### src/rtl/pin_input_monitor_pkg.sv
// Shared pin-map types and register offsets for the input pin monitor.
package pin_input_monitor_pkg;
  localparam int unsigned IN_PIN_NUM = 8;

  typedef logic [IN_PIN_NUM-1:0] sonata_in_pins_t;

  localparam logic [4:0] PIN_MON_LEVEL       = 5'h00;
  localparam logic [4:0] PIN_MON_RAW         = 5'h04;
  localparam logic [4:0] PIN_MON_RISE_EN     = 5'h08;
  localparam logic [4:0] PIN_MON_FALL_EN     = 5'h0C;
  localparam logic [4:0] PIN_MON_RISE_STATUS = 5'h10;
  localparam logic [4:0] PIN_MON_FALL_STATUS = 5'h14;
endpackage

### src/rtl/pin_input_monitor_debounce.sv
// One pin: two-flop synchroniser, stable-cycle counter and debounced level with edge strobes.
module pin_debounce #(
  parameter int unsigned DebounceCycles = 16,
  parameter logic        ResetValue     = 1'b1
) (
  input  logic clk_i,
  input  logic rst_ni,
  input  logic pin_i,
  output logic raw_o,
  output logic level_o,
  output logic rise_o,
  output logic fall_o
);
  localparam int unsigned CntW = (DebounceCycles > 0) ? $clog2(DebounceCycles + 1) : 1;
  localparam logic [CntW-1:0] CntLast = (DebounceCycles > 0) ? CntW'(DebounceCycles - 1) : '0;

  logic            sync_q;
  logic            raw_q;
  logic            level_q, level_d;
  logic [CntW-1:0] cnt_q, cnt_d;

  // Counter only runs while raw disagrees with level, so it can never pass CntLast.
  always_comb begin
    level_d = level_q;
    cnt_d   = '0;
    if (DebounceCycles == 0) begin
      level_d = raw_q;
    end else if (raw_q != level_q) begin
      if (cnt_q == CntLast) begin
        level_d = raw_q;
      end else begin
        cnt_d = cnt_q + CntW'(1);
      end
    end
  end

  always_ff @(posedge clk_i or negedge rst_ni) begin
    if (!rst_ni) begin
      sync_q  <= ResetValue;
      raw_q   <= ResetValue;
      level_q <= ResetValue;
      cnt_q   <= '0;
    end else begin
      sync_q  <= pin_i;
      raw_q   <= sync_q;
      level_q <= level_d;
      cnt_q   <= cnt_d;
    end
  end

  assign raw_o   = raw_q;
  assign level_o = level_q;
  assign rise_o  = level_d & ~level_q;
  assign fall_o  = ~level_d & level_q;
endmodule

### src/rtl/pin_input_monitor.sv
// Input pin monitor: per-pin debounce, sticky enabled edge status, level irq and a small register port.
module pin_input_monitor
  import pin_input_monitor_pkg::*;
#(
  parameter int unsigned        NumPins        = IN_PIN_NUM,
  parameter int unsigned        DebounceCycles = 16,
  parameter logic [NumPins-1:0] ResetValue     = '1
) (
  input  logic               clk_i,
  input  logic               rst_ni,
  input  logic [NumPins-1:0] pins_i,
  input  logic               reg_req_i,
  input  logic               reg_we_i,
  input  logic [4:0]         reg_addr_i,
  input  logic [31:0]        reg_wdata_i,
  output logic               reg_rvalid_o,
  output logic [31:0]        reg_rdata_o,
  output logic               irq_o
);
  logic [NumPins-1:0] raw, level, rise, fall;

  for (genvar i = 0; i < NumPins; i++) begin : g_pin
    pin_debounce #(
      .DebounceCycles(DebounceCycles),
      .ResetValue    (ResetValue[i])
    ) u_debounce (
      .clk_i  (clk_i),
      .rst_ni (rst_ni),
      .pin_i  (pins_i[i]),
      .raw_o  (raw[i]),
      .level_o(level[i]),
      .rise_o (rise[i]),
      .fall_o (fall[i])
    );
  end

  logic [NumPins-1:0] rise_en_q, rise_en_d, fall_en_q, fall_en_d;
  logic [NumPins-1:0] rise_st_q, rise_st_d, fall_st_q, fall_st_d;
  logic [NumPins-1:0] wdata, rise_clr, fall_clr;
  logic [31:0]        rd_val, rdata_q, rdata_d;
  logic [4:0]         word;
  logic               wr_en, rvalid_q, irq_q, irq_d;

  assign word  = {reg_addr_i[4:2], 2'b00};
  assign wr_en = reg_req_i & reg_we_i;
  assign wdata = reg_wdata_i[NumPins-1:0];

  always_comb begin
    rd_val    = '0;
    rise_en_d = rise_en_q;
    fall_en_d = fall_en_q;
    rise_clr  = '0;
    fall_clr  = '0;
    case (word)
      PIN_MON_LEVEL:       rd_val = 32'(level);
      PIN_MON_RAW:         rd_val = 32'(raw);
      PIN_MON_RISE_EN:     rd_val = 32'(rise_en_q);
      PIN_MON_FALL_EN:     rd_val = 32'(fall_en_q);
      PIN_MON_RISE_STATUS: rd_val = 32'(rise_st_q);
      PIN_MON_FALL_STATUS: rd_val = 32'(fall_st_q);
      default:             rd_val = '0;
    endcase
    rdata_d = (reg_req_i && !reg_we_i) ? rd_val : '0;
    if (wr_en) begin
      if (word == PIN_MON_RISE_EN)     rise_en_d = wdata;
      if (word == PIN_MON_FALL_EN)     fall_en_d = wdata;
      if (word == PIN_MON_RISE_STATUS) rise_clr  = wdata;
      if (word == PIN_MON_FALL_STATUS) fall_clr  = wdata;
    end
    // A new edge in the same cycle as its W1C keeps the bit set.
    rise_st_d = (rise_st_q & ~rise_clr) | (rise & rise_en_q);
    fall_st_d = (fall_st_q & ~fall_clr) | (fall & fall_en_q);
    irq_d     = |(rise_st_q | fall_st_q);
  end

  always_ff @(posedge clk_i or negedge rst_ni) begin
    if (!rst_ni) begin
      rise_en_q <= '0;
      fall_en_q <= '0;
      rise_st_q <= '0;
      fall_st_q <= '0;
      rvalid_q  <= 1'b0;
      rdata_q   <= '0;
      irq_q     <= 1'b0;
    end else begin
      rise_en_q <= rise_en_d;
      fall_en_q <= fall_en_d;
      rise_st_q <= rise_st_d;
      fall_st_q <= fall_st_d;
      rvalid_q  <= reg_req_i;
      rdata_q   <= rdata_d;
      irq_q     <= irq_d;
    end
  end

  assign reg_rvalid_o = rvalid_q;
  assign reg_rdata_o  = rdata_q;
  assign irq_o        = irq_q;

  logic unused_addr;
  assign unused_addr = ^reg_addr_i[1:0];
  if (NumPins < 32) begin : g_unused
    logic unused_wdata;
    assign unused_wdata = ^reg_wdata_i[31:NumPins];
  end
endmodule

### config.mk
export PLATFORM = sky130hd
export DESIGN_NAME = pin_input_monitor
export DESIGN_NICKNAME = d
export VERILOG_FILES = /design/src/rtl/pin_input_monitor_pkg.sv /design/src/rtl/pin_input_monitor_debounce.sv /design/src/rtl/pin_input_monitor.sv
export SDC_FILE = /design/constraint.sdc
export NUM_CORES = 1
export LEC_CHECK = 0
export CORE_MARGIN = 2
export CORE_UTILIZATION = 48
export DETAILED_ROUTE_END_ITERATION = 10
export HOLD_SLACK_MARGIN = 0.08
export PLACE_DENSITY_LB_ADDON = 0.15
export SLEW_MARGIN = 0
export SYNTH_ARGS = -nofsm -noshare
export SYNTH_HDL_FRONTEND = slang
export SYNTH_HIERARCHICAL = 1
export SYNTH_SLANG_ARGS = --single-unit
### constraint.sdc
create_clock -name clk_i -period 1.15 [get_ports clk_i]
set_input_delay 0.1725 -clock clk_i [delete_from_list [all_inputs] [get_ports clk_i]]
set_output_delay 0.1725 -clock clk_i [all_outputs]
set_load 0.02 [all_outputs]
## Word level (Yosys, flattened, before mapping)

Cells that the tools add are included.

| storage, ports and cells | value |
|---|---|
| logic and storage cells | 154 |
| output and inout port bits | 34 |
| bits of input ports | 49 |
| bits in registers | 130 |

| operators by class | value |
|---|---|
| reduce and logical (&&, ||, !) cells | 6 |
| equality and inequality tests | 21 |
| multiplexer cells | 38 |
| $add $sub $neg | 8 |
| bitwise operators | 42 |

Operators with widths:

| kind | number |
|---|---|
| $mux 5 | 16 |
| $pmux 8 s6 | 1 |
| $add 5x1->5 const B | 8 |
| $eq 5x4->1 const B | 8 |
| $and 8x8->8 | 4 |
| $mux 32 | 1 |
| $mux 8 | 4 |
| $or 8x8->8 | 3 |
| $and 1x1->1 | 17 |
| $mux 1 | 16 |
| $not 1->1 | 16 |
| $not 8->8 | 2 |
| $ne 1x1->1 | 8 |
| $reduce_or 8->1 | 1 |
| $eq 3x2->1 const B | 2 |
| $eq 3x3->1 const B | 2 |
| $logic_not 5->1 | 1 |
| $reduce_and 2->1 | 2 |
| $eq 3x1->1 const B | 1 |
| $logic_and 1x1->1 | 1 |
| $logic_not 1->1 | 1 |

## Depth between registers and ports, before layout

| logic depth | value |
|---|---|
| depth in word-level cells | 7 |
| gate-level depth with buffers | 6 |
| gate-level depth less buffers | 5 |

## Modules after synthesis

The synthesis kept the hierarchy.

Modules (own cells, without submodules):

| module | cells an instance | sequential area each (um2) | times used | area an instance (um2) |
|---|---|---|---|---|
| pin_debounce | 24 | 203.9 | 8 | 327.8 |
| pin_input_monitor | 200 | 1051.0 | 1 | 2229.6 |

## Worst setup path after synthesis

OpenSTA, ideal clock, no wires.

| timing path | value |
|---|---|
| path type | in2reg |
| start | input reg_addr_i[2] |
| end | register rdata_q[3] (netlist: reg_rdata_o[3]) |
| stages | 5 |
| path buffers | 2 |
| arrival time | 1072 ps |
| data required time | 1022 ps |
| path slack | -51 ps |
| path through | buf_6 -> buf_12 -> mux4_2 -> a22oi_1 -> nor2_1 |

| on the way | value |
|---|---|
| cells in the longest elaborated chain, start to end | 3 |
| elaborated cells on any way between the ends | 8 |

RTL lines:

| element | RTL line | RTL |
|---|---|---|
| start, declared | pin_input_monitor.sv:14 | `input logic [4:0] reg_addr_i,` |
| $eq 3x3->1, or another cell as far along | pin_input_monitor.sv:54 | `case (word)` |
| $pmux 8 s6 * | pin_input_monitor.sv:54 |  |
| $mux 32 * | pin_input_monitor.sv:63 | `rdata_d = (reg_req_i && !reg_we_i) ? rd_val : '0;` |
| named net rdata_d[3] | pin_input_monitor.sv:40 | `logic [31:0] rd_val, rdata_q, rdata_d;` |
| end signal, assigned | pin_input_monitor.sv:91 | `rdata_q <= rdata_d;` |
| end, declared | pin_input_monitor.sv:40 |  |

Mark *: on every way through the listed nets, which the timed path passes. The rest lies on a longest branch.
A chain may end at the register's enable or synchronous reset.

## Worst setup path in the final report

| timing path | value |
|---|---|
| start | register g_pin[0].u_debounce.level_q |
| end | register rdata_q[0] (netlist: reg_rdata_o[0]) |

| on the way | value |
|---|---|
| cells in the longest elaborated chain, start to end | 2 |

RTL lines:

| element | RTL line | RTL |
|---|---|---|
| start, declared | pin_input_monitor_debounce.sv:19 | `logic level_q, level_d;` |
| start signal, assigned | pin_input_monitor_debounce.sv:41 | `level_q <= ResetValue;` |
| start signal, assigned | pin_input_monitor_debounce.sv:46 | `level_q <= level_d;` |
| $pmux 8 s6 | pin_input_monitor.sv:54 |  |
| $mux 32 | pin_input_monitor.sv:63 |  |
| named net rdata_d[0] | pin_input_monitor.sv:40 |  |

The timed path passes the listed nets, and every way through them passes these cells.

==> results.toml <==
[placement]
io_buffers = 32
hpwl_mm = 6.21
place_inst = 597
place_congestion = 0.762
pre_cts_ws_ns = -0.648

[sta]
clock_skew_ns = 0.00947
hold_viol = 0
min_period_ns = 1.18
worst_slew_pin_slew_ns = 0.553
rsz0062_at_grt = "yes"
fin_ws_ns = -0.0312
holdWs_ns = 0.126
timing.slew.headroom_pct = 62.9
fmax_mhz = 847
drv_slew = 0
setup_violations = 8
fin_crit_sh_pct = 103
timing.setup.tns_ns = -0.175

[flow_run]
maxCapViolations = 0

[critical_path]
critical_path_required_ns = 1.43
slowest_stage = "mux4_2"
crit_path_max_fanout = 5
setup.worst_path.start = "g_pin[0].u_debounce/level_o"
r2r_end = "reg_rdata_o[0]"
timing.critical_path.arrival_ns = 1.46
slowest_delay_ns = 0.48
r2r_start = "g_pin[0].u_debounce/level_o"
endpoint = "reg_rdata_o[0]"
path_cells = "mux4_2, a22oi_2, nor2_1"
reg2reg_depth = 3
crit_type = "register to register"
r2r_slack_ns = -0.03
start_kind = "register"
cp-end-kind = "register"

[detailed_routing]
ant_nets = 0
routed_wl_mm = 9.81
drtPass1Iterations = 4
vias = 3153
drc = 0
drt-initial-drc-count = 87
viasPerCell = 4.99
wl_per_cell_um = 15.5

[floorplanning]
initial_core_util_pct = 49.6
num_rows = 36
core_area_um2 = 9770
io-pin-count = 83
die_w_um = 105
die-area_um2 = 10900
die_h_um = 105

[logic_synthesis]
synth.yosys.seq_area_share_pct = 55.3
ys_top_cells_by_count = "dfrtp_1 (82), nand2_1 (56), buf_4 (25)"
syn_inst = 392
synthTopCellsByArea = "dfrtp_1 (42%), dfstp_2 (13%), mux2_2 (5.6%)"
synthFlopType = "dfrtp_1"
synth-edff-count = 0
yosys_warnings = 6
async_flop_share_pct = 100
yosysTopAreaCell = "dfrtp_1"
synth_area_um2 = 4850
netlist-cell-type-count = 34
synth_top_area_share_pct = 42.3
ys_seq_elements = 106
syn_avg_cell_area_um2 = 12.4
yosysMostFrequentCell = "dfrtp_1"

[worst_hold_path]
hp-start = "reg_req_i"
hold_path_class = "primary input to register"

[outcome]
violations = "negative setup slack"
outcome = "finished, violations left"

[grt]
antenna_found_initial = 0
grt_pass1_vias = 3157
grt_pass1_wl_mm = 15.8
grt_max_degree = 72
grt-ovfl-total = 0
grt_usage_pct = 18.5

[final_layout]
nNetsFinal = 551
fin_cells = 632
drive_above_1_share_pct = 44.1
synthToLayoutAreaGrowth_pct = 31.1
diodes = 0

[pwr]
leakage_uw = 0.00316
power_density_nw_per_um2 = 1330
ir_drop_mv = 0.944
finalPower_uw = 8450

[clock_network]
cts_made_buffers = 9
htreeDepth = 3
cts_tree = "yes"
clk_pin_slew_ns = 0.10
clock_path_buffers = 2
cts.sinks = 106
cts_root_buf = "clkbuf_8"
clk-insertion-delay-late_ns = 0.38
-- cells in the final DEF (no fill, tap or decap), types with 2 or more instances in the layout --
cell / netlist / routed
nand2_1: 56 / 53
a22oi_1: 8 / 3
a22oi_2: 0 / 5
clkinv_2: 0 / 2
and3_2: 8 / 8
nor2_1: 24 / 22
o21ai_0: 16 / 16
buf_4: 25 / 59
buf_6: 2 / 7
conb_1: 1 / 24
xor2_1: 24 / 16
xor2_2: 0 / 5
nand2_2: 0 / 3
buf_12: 1 / 3
mux4_2: 5 / 8
and2_1: 8 / 8
nor4_1: 4 / 3
nand3_1: 8 / 8
ha_4: 0 / 8
mux2_4: 8 / 13
nor3b_2: 0 / 14
mux2_2: 24 / 19
a31oi_1: 8 / 8
nor3b_1: 16 / 2
clkbuf_8: 0 / 10
buf_2: 1 / 8
nand2b_1: 9 / 9
xor2_4: 0 / 3
dfstp_2: 24 / 24
nand4b_4: 0 / 8
dlygate4sd2_1: 0 / 3
clkdlybuf4s50_1: 0 / 17
bufinv_16: 0 / 2
dfrtp_1: 82 / 82
nor2_2: 0 / 2
-- worst min-delay path by stage --
stage	cells past startpoint	endpoint	slack, ns
after CTS	1	reg_rvalid_o	0.10
after floorplan	0	fall_en_q[0]	-0.12
after global placement	2	g_pin[5].u_debounce/cnt_q[3]	0.16
after detailed placement	2	g_pin[5].u_debounce/cnt_q[0]	0.16
final	1	reg_rvalid_o	0.13
after global routing	1	reg_rvalid_o	0.11
-- state kept, by name (all words and copies together), names as in the netlist, 8 cells and up --
register / cells
fall_en_q: 8
fall_st_q: 8
g_pin.u_debounce/cnt_q: 40
g_pin.u_debounce/level_o: 8
g_pin.u_debounce/raw_o: 8
g_pin.u_debounce/sync_q: 8
reg_rdata_o: 8
rise_en_q: 8
rise_st_q: 8
-- worst max-delay path, delay by kind of cell (launching register included) --
family          cells  cell delay [ns]
mux                 1             0.48
flops               1             0.43
compound gates      1             0.13
simple gates        1             0.05
-- per-layer routing --
| layer | routed length, um | track usage (%) | part of all wire (%) |
|---|---|---|---|
| met2 | 4880 | 30.5 | 50 |
| met5 | 0 | 0 | 0 |
| met3 | 319 | 4.24 | 3.3 |
| met1 | 4450 | 24.1 | 45 |
| met4 | 155 | 6.27 | 1.6 |
-- metrics by stage --
step,cell area [um^2],utilization [%]
floorplan,4960,-
global placement,5600,57.3
detailed placement,5600,57.3
CTS,6020,61.6
global route,6360,65.1
finish,6360,65.1
-- kinds of logic after synthesis --
group / count (synthesis) / synth area share (%)
buffers and inverters: 34 / 5.23
AOI/OAI and AO/OA: 32 / 3.92
muxes: 40 / 12.0
and+or+nand+nor: 147 / 17.1
xor gates and xnor gates: 24 / 4.33
other: 1 / 0.0773
adders and majority gates: 8 / 2.06
DFF: 106 / 55.3
-- final cells by class --
type	count	area, um^2
Timing Repair Buffer	101	891
Clock buffer	10	138
Fill cell	758	3410
Tap cell	133	166
Sequential cell	106	2680
Inverter	1	3.75
Clock inverter	6	88.8
Multi-Input combinational cell	275	2390
-- power by group --
group | switching, uW | internal (uW)
clock | 1250 | 1290
sequential | 327 | 4120
combinational | 603 | 857
total | 2180 | 6270
-- timing repair --
| item | CTS | global route |
|---|---|---|
| hold endpoints to repair | 88 | 0 |
| buffers inserted | 7 | 9 |
| pin swaps | 3 | 27 |
| gates resized for setup | 76 | 43 |
| cloned | 1 | 1 |
| setup endpoints to repair | 60 | 71 |
| hold buffers | 1 | 0 |
(Power assumes the default switching activity.)
